--- config.mk ---
export PLATFORM = sky130hd
export DESIGN_NAME = extra_hdr_noc_ctrl_to_data_flat
export DESIGN_NICKNAME = d
export VERILOG_FILES = /design/src/rtl/extra_hdr_noc_ctrl_to_data_if.sv /design/src/rtl/extra_hdr_noc_ctrl_to_data.sv /design/src/flat_wrapper.sv
export SDC_FILE = /design/constraint.sdc
export NUM_CORES = 1
export LEC_CHECK = 0
export CORE_AREA = 2 2 226 228
export DETAILED_ROUTE_END_ITERATION = 6
export DIE_AREA = 0 0 228 230
export PLACE_DENSITY = 0.65
export SLEW_MARGIN = 30
export SYNTH_ARGS = -nofsm -noshare
export SYNTH_HDL_FRONTEND = slang
export SYNTH_SLANG_ARGS = --single-unit
--- constraint.sdc ---
create_clock -name clk -period 1.95 [get_ports clk]
set_input_delay 0.2925 -clock clk [delete_from_list [all_inputs] [get_ports clk]]
set_output_delay 0.2925 -clock clk [all_outputs]
set_load 0.05 [all_outputs]
--- src/rtl/extra_hdr_noc_ctrl_to_data_if.sv ---
// Handshake bundle between the ctrl-NoC egress (narrow flits in) and the
// data-NoC side (one wide header flit out).
//   src_noc_ctd_val/data, noc_ctd_src_rdy : narrow flit stream into the adapter
//   noc_ctd_dst_val/data, dst_noc_ctd_rdy : wide header flit out of the adapter
//   hdr_len_err                           : routing-flit msg_len mismatch pulse
// slave  = the adapter itself, master = whatever drives/consumes it.
interface extra_hdr_noc_ctrl_to_data_if #(
  parameter int CTRL_W = 64,
  parameter int NOC_W  = 512
);
  logic              src_noc_ctd_val;
  logic [CTRL_W-1:0] src_noc_ctd_data;
  logic              noc_ctd_src_rdy;
  logic              noc_ctd_dst_val;
  logic [NOC_W-1:0]  noc_ctd_dst_data;
  logic              dst_noc_ctd_rdy;
  logic              hdr_len_err;

  modport slave (
    input  src_noc_ctd_val, src_noc_ctd_data, dst_noc_ctd_rdy,
    output noc_ctd_src_rdy, noc_ctd_dst_val, noc_ctd_dst_data, hdr_len_err
  );

  modport master (
    output src_noc_ctd_val, src_noc_ctd_data, dst_noc_ctd_rdy,
    input  noc_ctd_src_rdy, noc_ctd_dst_val, noc_ctd_dst_data, hdr_len_err
  );
endinterface

--- src/rtl/extra_hdr_noc_ctrl_to_data.sv ---
// Reassembles a ctrl-NoC message (routing flit, misc flit, EXTRA_FLITS extra
// header flits) into one wide data-NoC header flit with msg_len forced to 0
// and EXTRA_W bits of extra header attached below the base header.
// Ports:
//   clk, rst_n : clock, asynchronous active-low reset
//   bus        : extra_hdr_noc_ctrl_to_data_if.slave (narrow in, wide out,
//                hdr_len_err pulse)
// Flit layout (CTRL_NOC1_DATA_W bits, LSB numbering):
//   routing flit : msg_len at [29:22]
//   misc flit    : {src_chip_id, src_x, src_y, src_fbits} at [63:30]
// Wide flit layout (NOC_DATA_WIDTH bits):
//   [NOC-1 -: CTRL]            routing flit, msg_len zeroed
//   [NOC-CTRL-1 -: 34]         core src_* fields from misc flit
//   [NOC-BASE-1 -: EXTRA_W]    extra header, first extra flit most significant
//   all other bits             0
//
// state   | meaning
// HDR1    | waiting for routing flit
// HDR2    | waiting for misc flit
// EXTRAS  | collecting extra-header flits, counter = flits still expected
// OUT     | wide flit valid, waiting for downstream ready
module extra_hdr_noc_ctrl_to_data #(
  parameter int EXTRA_W          = 96,
  parameter int CTRL_NOC1_DATA_W = 64,
  parameter int NOC_DATA_WIDTH   = 512,
  parameter int BASE_FLIT_W      = 192
) (
  input  logic clk,
  input  logic rst_n,
  extra_hdr_noc_ctrl_to_data_if.slave bus
);

  localparam int EXTRA_FLITS = (EXTRA_W + CTRL_NOC1_DATA_W - 1) / CTRL_NOC1_DATA_W;
  localparam int SAVE_W      = EXTRA_FLITS * CTRL_NOC1_DATA_W;
  localparam int CNT_W       = (EXTRA_FLITS > 1) ? $clog2(EXTRA_FLITS + 1) : 1;
  localparam int MSG_LEN_LSB = 22;
  localparam int MSG_LEN_W   = 8;
  localparam int SRC_LSB     = 30;
  localparam int SRC_W       = 34;
  localparam logic [MSG_LEN_W-1:0] EXP_LEN = MSG_LEN_W'(1 + EXTRA_FLITS);

  typedef enum logic [1:0] {S_HDR1, S_HDR2, S_EXTRAS, S_OUT} state_t;

  state_t                    r_state, w_state_nxt;
  logic [CNT_W-1:0]          r_cnt, w_cnt_nxt;
  logic [NOC_DATA_WIDTH-1:0] r_data, w_data_nxt;
  logic                      r_len_err, w_len_err_nxt;
  logic                      w_src_rdy, w_dst_val, w_acc, w_ext_en, w_len_bad;
  logic [SAVE_W-1:0]         w_ext_full;

  // Routing flit placed at the top, msg_len cleared, everything below zeroed.
  function automatic logic [NOC_DATA_WIDTH-1:0] f_route(input logic [CTRL_NOC1_DATA_W-1:0] flit);
    logic [CTRL_NOC1_DATA_W-1:0] v;
    v = flit;
    v[MSG_LEN_LSB +: MSG_LEN_W] = '0;
    f_route = '0;
    f_route[NOC_DATA_WIDTH-1 -: CTRL_NOC1_DATA_W] = v;
  endfunction

  assign w_len_bad = (bus.src_noc_ctd_data[MSG_LEN_LSB +: MSG_LEN_W] != EXP_LEN);

  // Only the flits before the last one need storing; the last one is used
  // straight off the input, so the shift register is one flit narrower.
  if (EXTRA_FLITS > 1) begin : g_multi
    logic [SAVE_W-CTRL_NOC1_DATA_W-1:0] r_ext;
    always_ff @(posedge clk or negedge rst_n) begin
      if (!rst_n)        r_ext <= '0;
      else if (w_ext_en) r_ext <= w_ext_full[SAVE_W-CTRL_NOC1_DATA_W-1:0];
    end
    assign w_ext_full = {r_ext, bus.src_noc_ctd_data};
  end else begin : g_single
    assign w_ext_full = bus.src_noc_ctd_data;
  end

  always_comb begin
    w_state_nxt   = r_state;
    w_cnt_nxt     = r_cnt;
    w_data_nxt    = r_data;
    w_len_err_nxt = 1'b0;
    w_src_rdy     = 1'b0;
    w_dst_val     = 1'b0;
    w_acc         = 1'b0;
    w_ext_en      = 1'b0;
    case (r_state)
      S_HDR1: begin
        w_src_rdy = rst_n;
        w_acc     = bus.src_noc_ctd_val & w_src_rdy;
        if (w_acc) begin
          w_data_nxt    = f_route(bus.src_noc_ctd_data);
          w_len_err_nxt = w_len_bad;
          w_state_nxt   = S_HDR2;
        end
      end
      S_HDR2: begin
        w_src_rdy = rst_n;
        w_acc     = bus.src_noc_ctd_val & w_src_rdy;
        if (w_acc) begin
          w_data_nxt[NOC_DATA_WIDTH-CTRL_NOC1_DATA_W-1 -: SRC_W] =
            bus.src_noc_ctd_data[SRC_LSB +: SRC_W];
          w_cnt_nxt   = CNT_W'(EXTRA_FLITS);
          w_state_nxt = S_EXTRAS;
        end
      end
      S_EXTRAS: begin
        w_src_rdy = rst_n;
        w_acc     = bus.src_noc_ctd_val & w_src_rdy;
        w_ext_en  = w_acc;
        if (w_acc) begin
          w_cnt_nxt = r_cnt - CNT_W'(1);
          if (r_cnt == CNT_W'(1)) begin
            // Padding sits in the LS bits of the last flit and is dropped here.
            w_data_nxt[NOC_DATA_WIDTH-BASE_FLIT_W-1 -: EXTRA_W] = w_ext_full[SAVE_W-1 -: EXTRA_W];
            w_state_nxt = S_OUT;
          end
        end
      end
      S_OUT: begin
        w_dst_val = 1'b1;
        w_src_rdy = rst_n & bus.dst_noc_ctd_rdy;
        w_acc     = bus.src_noc_ctd_val & w_src_rdy;
        if (w_acc) begin
          // Output handshake and next routing flit in the same cycle.
          w_data_nxt    = f_route(bus.src_noc_ctd_data);
          w_len_err_nxt = w_len_bad;
          w_state_nxt   = S_HDR2;
        end else if (bus.dst_noc_ctd_rdy) begin
          w_state_nxt = S_HDR1;
        end
      end
      default: w_state_nxt = S_HDR1;
    endcase
  end

  always_ff @(posedge clk or negedge rst_n) begin
    if (!rst_n) begin
      r_state   <= S_HDR1;
      r_cnt     <= '0;
      r_data    <= '0;
      r_len_err <= 1'b0;
    end else begin
      r_state   <= w_state_nxt;
      r_cnt     <= w_cnt_nxt;
      r_data    <= w_data_nxt;
      r_len_err <= w_len_err_nxt;
    end
  end

  assign bus.noc_ctd_src_rdy  = w_src_rdy;
  assign bus.noc_ctd_dst_val  = w_dst_val;
  assign bus.noc_ctd_dst_data = r_data;
  assign bus.hdr_len_err      = r_len_err;

endmodule

--- src/flat_wrapper.sv ---
// flat-port wrapper written by rule: the top's interface ports become plain ports
module extra_hdr_noc_ctrl_to_data_flat 
#(
  parameter int EXTRA_W          = 96,
  parameter int CTRL_NOC1_DATA_W = 64,
  parameter int NOC_DATA_WIDTH   = 512,
  parameter int BASE_FLIT_W      = 192
)
  (clk, rst_n, bus_src_noc_ctd_val, bus_src_noc_ctd_data, bus_dst_noc_ctd_rdy, bus_noc_ctd_src_rdy, bus_noc_ctd_dst_val, bus_noc_ctd_dst_data, bus_hdr_len_err);
  extra_hdr_noc_ctrl_to_data_if #(.CTRL_W(64), .NOC_W(512)) bus_i ();
  input  logic clk;
  input  logic rst_n;
  input wire logic [$bits(bus_i.src_noc_ctd_val)-1:0] bus_src_noc_ctd_val;
  input wire logic [$bits(bus_i.src_noc_ctd_data)-1:0] bus_src_noc_ctd_data;
  input wire logic [$bits(bus_i.dst_noc_ctd_rdy)-1:0] bus_dst_noc_ctd_rdy;
  output wire logic [$bits(bus_i.noc_ctd_src_rdy)-1:0] bus_noc_ctd_src_rdy;
  output wire logic [$bits(bus_i.noc_ctd_dst_val)-1:0] bus_noc_ctd_dst_val;
  output wire logic [$bits(bus_i.noc_ctd_dst_data)-1:0] bus_noc_ctd_dst_data;
  output wire logic [$bits(bus_i.hdr_len_err)-1:0] bus_hdr_len_err;
  assign bus_i.src_noc_ctd_val = bus_src_noc_ctd_val;
  assign bus_i.src_noc_ctd_data = bus_src_noc_ctd_data;
  assign bus_i.dst_noc_ctd_rdy = bus_dst_noc_ctd_rdy;
  assign bus_noc_ctd_src_rdy = bus_i.noc_ctd_src_rdy;
  assign bus_noc_ctd_dst_val = bus_i.noc_ctd_dst_val;
  assign bus_noc_ctd_dst_data = bus_i.noc_ctd_dst_data;
  assign bus_hdr_len_err = bus_i.hdr_len_err;
  extra_hdr_noc_ctrl_to_data #(.EXTRA_W(EXTRA_W), .CTRL_NOC1_DATA_W(CTRL_NOC1_DATA_W), .NOC_DATA_WIDTH(NOC_DATA_WIDTH), .BASE_FLIT_W(BASE_FLIT_W)) u_core (.clk(clk), .rst_n(rst_n), .bus(bus_i));
endmodule
### Word level (Yosys, flattened, before mapping)

Cells that the tools add are included.

* bits of input ports: 68
* bits in registers: 581

* bitwise gates (word level): 3
* $add $sub $neg: 1
* muxes and demuxes: 25
* reduce and logical (&&, ||, !) cells: 11
* equality and inequality tests: 11

Operators by type and width (number)
* $mux W512: 2
* $pmux W224 S2: 1
* $pmux W96 S3: 1
* $mux W96: 2
* $pmux W94 S2: 1
* $pmux W64 S2: 1
* $pmux W34 S3: 1
* $mux W34: 1
* $mux W2: 7
* $ne A2 B1 Y1 const B: 5
* $reduce_and A5 Y1: 2
* $ne A8 B2 Y1 const B: 1
* $pmux W2 S4: 1
* $reduce_and A3 Y1: 2
* $reduce_bool A3 Y1: 2
* $eq A2 B1 Y1 const B: 2
* $eq A2 B2 Y1 const B: 2
* $mux W1: 4
* $pmux W1 S2: 2
* $pmux W2 S2: 1
* $reduce_and A4 Y1: 1
* $reduce_bool A2 Y1: 2
* $and A1 B1 Y1: 3
* $ne A3 B2 Y1 const B: 1
* 3 further kinds: 3

### Logic depth before layout (Yosys ltp)

Gate-level depths: netlist of the first run.

* depth in word-level cells: 4
* depth in mapped cells: 9

### Worst setup path before layout of the first run

OpenSTA, ideal clock, no wires.

* path type: register -> register
* from: register u_core.r_state[0]
* to: register u_core.r_data[431], in the netlist u_core.bus.noc_ctd_dst_data[431]
* cell stages (with the launch flop): 8
* setup time: 132 ps
* arrival: 1997 ps
* required time: 1818 ps
* setup slack: -179 ps
* path buffers: 2
* cells stage by stage: dfrtp_1 ha_1 or3_1 a211o_1 buf_2 buf_6 nand2_1 o21ai_1

* word-level cells in the longest chain between the ends: 3
* elaborated cells between the ends (all ways): 9
* those cells by class: eq/ne: 5; mux: 1; reduce/logical: 3

Ends and longest elaborated chain
* from (decl): line extra_hdr_noc_ctrl_to_data.sv:44 `state_t r_state, w_state_nxt;`
* from (signal assigned): line extra_hdr_noc_ctrl_to_data.sv:141 `r_state <= w_state_nxt;`
* $eq A2 B2 Y1, or another cell as far along: line extra_hdr_noc_ctrl_to_data.sv:84 `case (r_state)`
* $ne A2 B1 Y1 (no line) / $reduce_bool A3 Y1 (equally long branches)
* $reduce_and A4 Y1 (no line)
* to (signal assigned): line extra_hdr_noc_ctrl_to_data.sv:143 `r_data <= w_data_nxt;`
* to (decl): line extra_hdr_noc_ctrl_to_data.sv:46 `logic [NOC_DATA_WIDTH-1:0] r_data, w_data_nxt;`

Parallel ways exist; a longest one is shown, timed or not.
A chain may end at the register's enable or synchronous reset.

### Worst setup path in the final report of the first run

* from: register u_core.r_state[0]
* to: register u_core.r_data[236], in the netlist u_core.bus.noc_ctd_dst_data[236]

* word-level cells in the longest chain between the ends: 3
* elaborated cells between the ends (all ways): 10
* those cells by class: eq/ne: 6; mux: 1; reduce/logical: 3

Ends and longest elaborated chain (line)
* $eq A2 B2 Y1 / $logic_not A2 Y1 (equally long branches): extra_hdr_noc_ctrl_to_data.sv:84
* $ne A2 B1 Y1 (no line) / $reduce_bool A3 Y1 (equally long branches)
* $reduce_and A5 Y1 (no line)

Parallel ways exist; a longest one is shown, timed or not.

==> results of run 1 <==
[kinds of logic (layout without fill, tap and decap cells)]
logic type | after synthesis | count (layout)
AO/OA/AOI/OAI | 141 | 141
other | 1 | 326
adder cells (fa/ha/maj) | 8 | 8
flip-flops | 255 | 255
multiplexers | 121 | 121
buffers and inverters | 386 | 356
AND/OR/NAND/NOR | 277 | 277
[cell type report]
cell class | count | area share (%)
Multi-Input combinational cell | 873 | 29.2
Clock buffer | 38 | 5.12
Inverter | 4 | 0.111
Clock inverter | 13 | 0.680
Sequential cell | 255 | 40.4
Tap cell | 672 | 5.32
Timing Repair Buffer | 301 | 19.2
[per-stage QoR]
stage | hold WS [ps] | util, % | area, µm² | power (W) | setup TNS [ps]
6_report | 151 | 31.7 | 15800 | 0.0324 | -1250
5_1_grt | 118 | 31.7 | 15800 | 0.0341 | -8730
4_1_cts | 99.2 | 31.3 | 15600 | 0.0320 | -962
3_5_place_dp | 108 | 29.2 | 14600 | 0.0261 | -14860
3_3_place_gp | 105 | 29.2 | 14600 | 0.0257 | -11840
2_1_floorplan | -3.09 | - | 13700 | 0.0213 | 0
[worst max path at each step]
stage                         from  cells past startpoint                                to
2_1_floorplan    u_core.r_state[0]                      9  u_core.bus.noc_ctd_dst_data[267]
3_3_place_gp   bus_src_noc_ctd_val                      6  u_core.bus.noc_ctd_dst_data[298]
3_5_place_dp   bus_src_noc_ctd_val                      6  u_core.bus.noc_ctd_dst_data[236]
4_1_cts          u_core.r_state[1]                      4               bus_noc_ctd_src_rdy
5_1_grt          u_core.r_state[0]                      8  u_core.bus.noc_ctd_dst_data[298]
6_report         u_core.r_state[0]                      8  u_core.bus.noc_ctd_dst_data[236]
[synthesized netlist by cell type (all sizes together), types with 2 or more instances]
cell type	instances	area share (%)
a2bb2oi	2	0.14
buf	354	21
clkbuf	28	0.91
dfrtp	255	51
ha	8	0.80
inv	4	0.12
mux2	120	11
nand2	265	8.0
nand3	3	0.12
nor2b	2	0.10
nor4	2	0.10
o21ai	133	5.3
[critical path, cell delays in order, from the launching register on]
cell and delay (ps):
dfrtp_2 450, inv_2 80, buf_4 160, ha_4 160, a2111o_2 480, buf_12 200
buf_16 170, nand2_2 90, o21ai_1 70
[state kept, by name (all words and copies together), names as in the netlist]
| register | cells |
|---|---|
| u_core.bus.noc_ctd_dst_data | 186 |
| u_core.r_state | 2 |
| u_core.bus.hdr_len_err | 1 |
| u_core.g_multi.r_ext | 64 |
| u_core.r_cnt | 2 |
[what timing repair did]
action,4_1_cts,5_1_grt
hold buffers,1,0
endpoints found under the hold margin,255,0
pin swaps,2,4
setup endpoints to repair,311,188
setup buffers,4,1
cloned,7,5
gates resized for setup,175,38
[metal layers]
layer / up-vias / routed length, µm / GRT usage, % / part of all wire (%)
met5: - / 0 / 0 / 0
met4: 0 / 539 / 3.10 / 1.6
met3: 32 / 3630 / 5.26 / 11
met2: 367 / 16700 / 20.2 / 49
met1: 4035 / 13600 / 13.9 / 39
li1: 3754 / - / - / -
[power by group]
group	switching (W)	total, W	internal, W
logic	0.0129	0.0182	0.00531
clock network	0.00224	0.00529	0.00305
registers	0.00128	0.00898	0.00770
total	0.0164	0.0324	0.0161
==> out/metrics.cfg, run 1 <==
[clock_network]
htreeDepth=1
clockBufferDepth=3
cts_tree=yes
cts_root_buffer=clkbuf_16
clk_latency_ps=560
clk_pin_slew_ps=60
clock-sinks=255
cts_buffers=29

[worst_setup_path]
rrSetupSlack_ps=-50
timing.rr.end=u_core.bus.noc_ctd_dst_data[236]
reg2reg_from=u_core.r_state[0]
crit_required_ps=2390
rr_worst_depth=8
worstPathMaxFanout=24
start_kind=flip-flop
endpoint_kind=flip-flop
arrival_ps=2440
critical_path_class=flip-flop to flip-flop

[detailed_routing]
vias=8188
wl_per_cell_um=16.0
drc=0
vias_per_cell=3.80
antenna_left=0
wirelength_um=34500
drtIter0Drc=382
dr.pass1.iters=4

[logic_synthesis]
ys.flop_type=dfrtp_1
synthArstFlopShare_pct=100
synth-simple-area-share_pct=8.58
avgSynthCellArea_um2=10.5
syn_area_um2=12400
synth_compound_area_share_pct=5.87
muxShareOfSynthArea_pct=10.9
ys_ff_latch=255
synth-edff-count=0
seq_area_frac_synth_pct=51.3
yosys.area_share.adder_pct=0.804
synth_top_family_by_area=buffers and inverters
synth_cell_types=29
yosys_warnings=0
synth_xor_area_share_pct=0
syn-instance-count=1189

[sta]
grt_setup_unrepaired=true
max_freq_mhz=499
fin_skew_ps=21.1
worstMarginPinSlew_ps=702
layout_setup_ws_ps=-52.3
finalHoldViolations=0
slew_headroom_pct=53.2
setup_viol_count_final=73
period_minus_slack_ps=2000
min_period_over_period_pct=103
maxSlewViolCount=0

[layout]
layout_commonest_cell=conb_1
seqCellArea_um2=6380
layout-drive-gt1-share_pct=19.5
fill_cells=5113
instances_no_fill=2156
nets=1540
antenna_cells=0
multi_input_area_um2=4620
layout_common_cells=conb_1 (326), dfrtp_1 (253), nand2_1 (250)
synthToLayoutAreaGrowth_pct=27.0

[die]
die_w_um=228
io_pins=583
core-area_um2=49900
dieArea_um2=52400
fp-row-count=82
die_h_um=230
start_util_pct=25.0

[grt]
grt_start_max_net_pins=131
grt_pass1_wl_um=49000
antenna_found_initial=0
grt-ovfl-total=0
grt_pass1_vias=7894
track_usage_pct=12.0

[placement]
portBuffers=256
gp_congestion=0.768
dp_hpwl_um=22700
place_inst=2087
pre_cts_slack_ps=-179

[power_and_ir_drop]
leakagePower_nw=7.77
power_density_nw_per_um2=2050
ir_drop_mv=1.13

[run_status]
outcome=finished, violations left
violations=setup timing

[worst_hold_path]
min_path_type=input pin to asynchronous set/reset pin

[run]
maxCapViolations=0

Note: power is estimated with default switching activity, not from simulation.
==> inputs of run 2 (changes only) <==
--- a/config.mk
+++ b/config.mk
@@ -5,11 +5,11 @@
 export SDC_FILE = /design/constraint.sdc
 export NUM_CORES = 1
 export LEC_CHECK = 0
-export CORE_AREA = 2 2 226 228
+export CORE_AREA = 3 3 227 229
 export DETAILED_ROUTE_END_ITERATION = 6
-export DIE_AREA = 0 0 228 230
+export DIE_AREA = 0 0 230 232
 export PLACE_DENSITY = 0.65
-export SLEW_MARGIN = 30
+export SLEW_MARGIN = 25
 export SYNTH_ARGS = -nofsm -noshare
 export SYNTH_HDL_FRONTEND = slang
 export SYNTH_SLANG_ARGS = --single-unit
==> out/metrics.cfg, run 2 (synthesized netlist as in run 1, its figures left out) <==
[worst_setup_path]
crit_required_ps=2420
worstPathMaxFanout=20
reg2reg_from=u_core.r_state[0]
start_kind=flip-flop
endpoint_kind=flip-flop
crit_start=u_core.r_state[0]
arrival_ps=2490
critical_path_class=flip-flop to flip-flop

[layout]
layout_commonest_cell=conb_1
layout_common_cells=conb_1 (326), nand2_1 (257), dfrtp_1 (253)
largest_reg_flops=186
layout-drive-gt1-share_pct=19.2
nets=1546
antenna_cells=0
utilization_pct=32.0
synthToLayoutAreaGrowth_pct=28.1

[clock_network]
clock-sinks=255
cts_buffers=29
clk_pin_slew_ps=60
htreeDepth=1
clockBufferDepth=3
cts_tree=yes
clk_latency_ps=550
cts_root_buffer=clkbuf_16

[run_status]
violations=setup timing
outcome=finished, violations left

[grt]
grt-ovfl-total=0
antenna_found_initial=0
track_usage_pct=11.8
grt_start_max_net_pins=156
grt_pass1_wl_um=49300
grt_pass1_vias=7990

[detailed_routing]
vias_per_cell=3.86
wl_per_cell_um=16.7
dr.pass1.iters=4
antenna_left=0
vias=8352
drc=0
wirelength_um=36200
drtIter0Drc=385

[sta]
fin_skew_ps=9.46
slew_headroom_pct=38.4
grt_setup_unrepaired=true
worstMarginPinSlew_ps=925
period_minus_slack_ps=2020
maxSlewViolCount=0
setup_viol_count_final=77
finalHoldViolations=0
layout_setup_ws_ps=-73.0
max_freq_mhz=494
min_period_over_period_pct=104

[die]
start_util_pct=25.0
dieArea_um2=53400
io_pins=583
die_w_um=230
core-area_um2=49900
die_h_um=232
fp-row-count=82

[run]
maxCapViolations=0

[placement]
gp_congestion=0.773
dp_hpwl_um=23700
pre_cts_slack_ps=-162
portBuffers=256

[power_and_ir_drop]
ir_drop_mv=1.01
power_density_nw_per_um2=2080
power_w=0.0331
leakagePower_nw=7.87

[worst_hold_path]
min_path_type=input pin to asynchronous set/reset pin

run 2: path summary, 6_finish.rpt:
path	endpoint	slack, ps	cells past startpoint
setup / recovery	u_core.bus.noc_ctd_dst_data[292]	-70	7
hold / removal	u_core.g_multi.r_ext[12]	140	2
setup reg to reg	u_core.bus.noc_ctd_dst_data[292]	-70	7
hold reg to reg	u_core.bus.noc_ctd_dst_data[258]	480	2
max in group asynchronous	u_core.bus.noc_ctd_dst_data[493]	710	3
min in group clk	u_core.g_multi.r_ext[12]	380	2
run 2: final cells by class:
class	count	area, µm²
multi-input cells	873	4620
clock inverters	11	133
fillers	5082	33900
flip-flops and latches	255	6380
repair buffers	307	3120
well taps	672	841
inverters	4	15.0
clock buffers	41	841
run 2: what timing repair did:
action | in CTS | in global routing
cloned | 6 | 10
setup endpoints to repair | 262 | 181
hold buffers | 1 | 0
hold endpoints to repair | 155 | 0
pin swaps | 2 | 6
setup buffers | 6 | 2
resized for setup | 176 | 26
run 2: metal layers:
| layer | global-route usage (%) | up-vias | share of wire [%] |
|---|---|---|---|
| met4 | 2.88 | 0 | 1.9 |
| met2 | 19.9 | 399 | 48 |
| met5 | 0 | - | 0 |
| met3 | 4.40 | 45 | 11 |
| li1 | - | 3768 | - |
| met1 | 14.5 | 4140 | 40 |
run 2: worst max-delay path: stages, from the launching register on:
cell and delay (ps):
dfrtp_2 450, inv_2 70, buf_6 130, ha_4 160, a2111o_2 530, buf_8 190, clkbuf_16 210, o21ai_1 170
run 2: metrics by stage:
step | TNS (ps) | hold slack (ps) | cell area, µm² | std cells
3_3_place_gp | -11710 | 99.1 | 14600 | 2088
6_report | -1840 | 144 | 15900 | 2163
3_5_place_dp | -17410 | 100 | 14600 | 2088
5_1_grt | -8260 | 124 | 15900 | 2163
2_1_floorplan | 0 | -3.09 | 13700 | 1514
4_1_cts | -4900 | 101 | 15600 | 2153
run 2: where the power goes:
group          internal (W)  switching, W
Clock               0.00337       0.00222
Sequential          0.00770       0.00127
Combinational       0.00558        0.0130
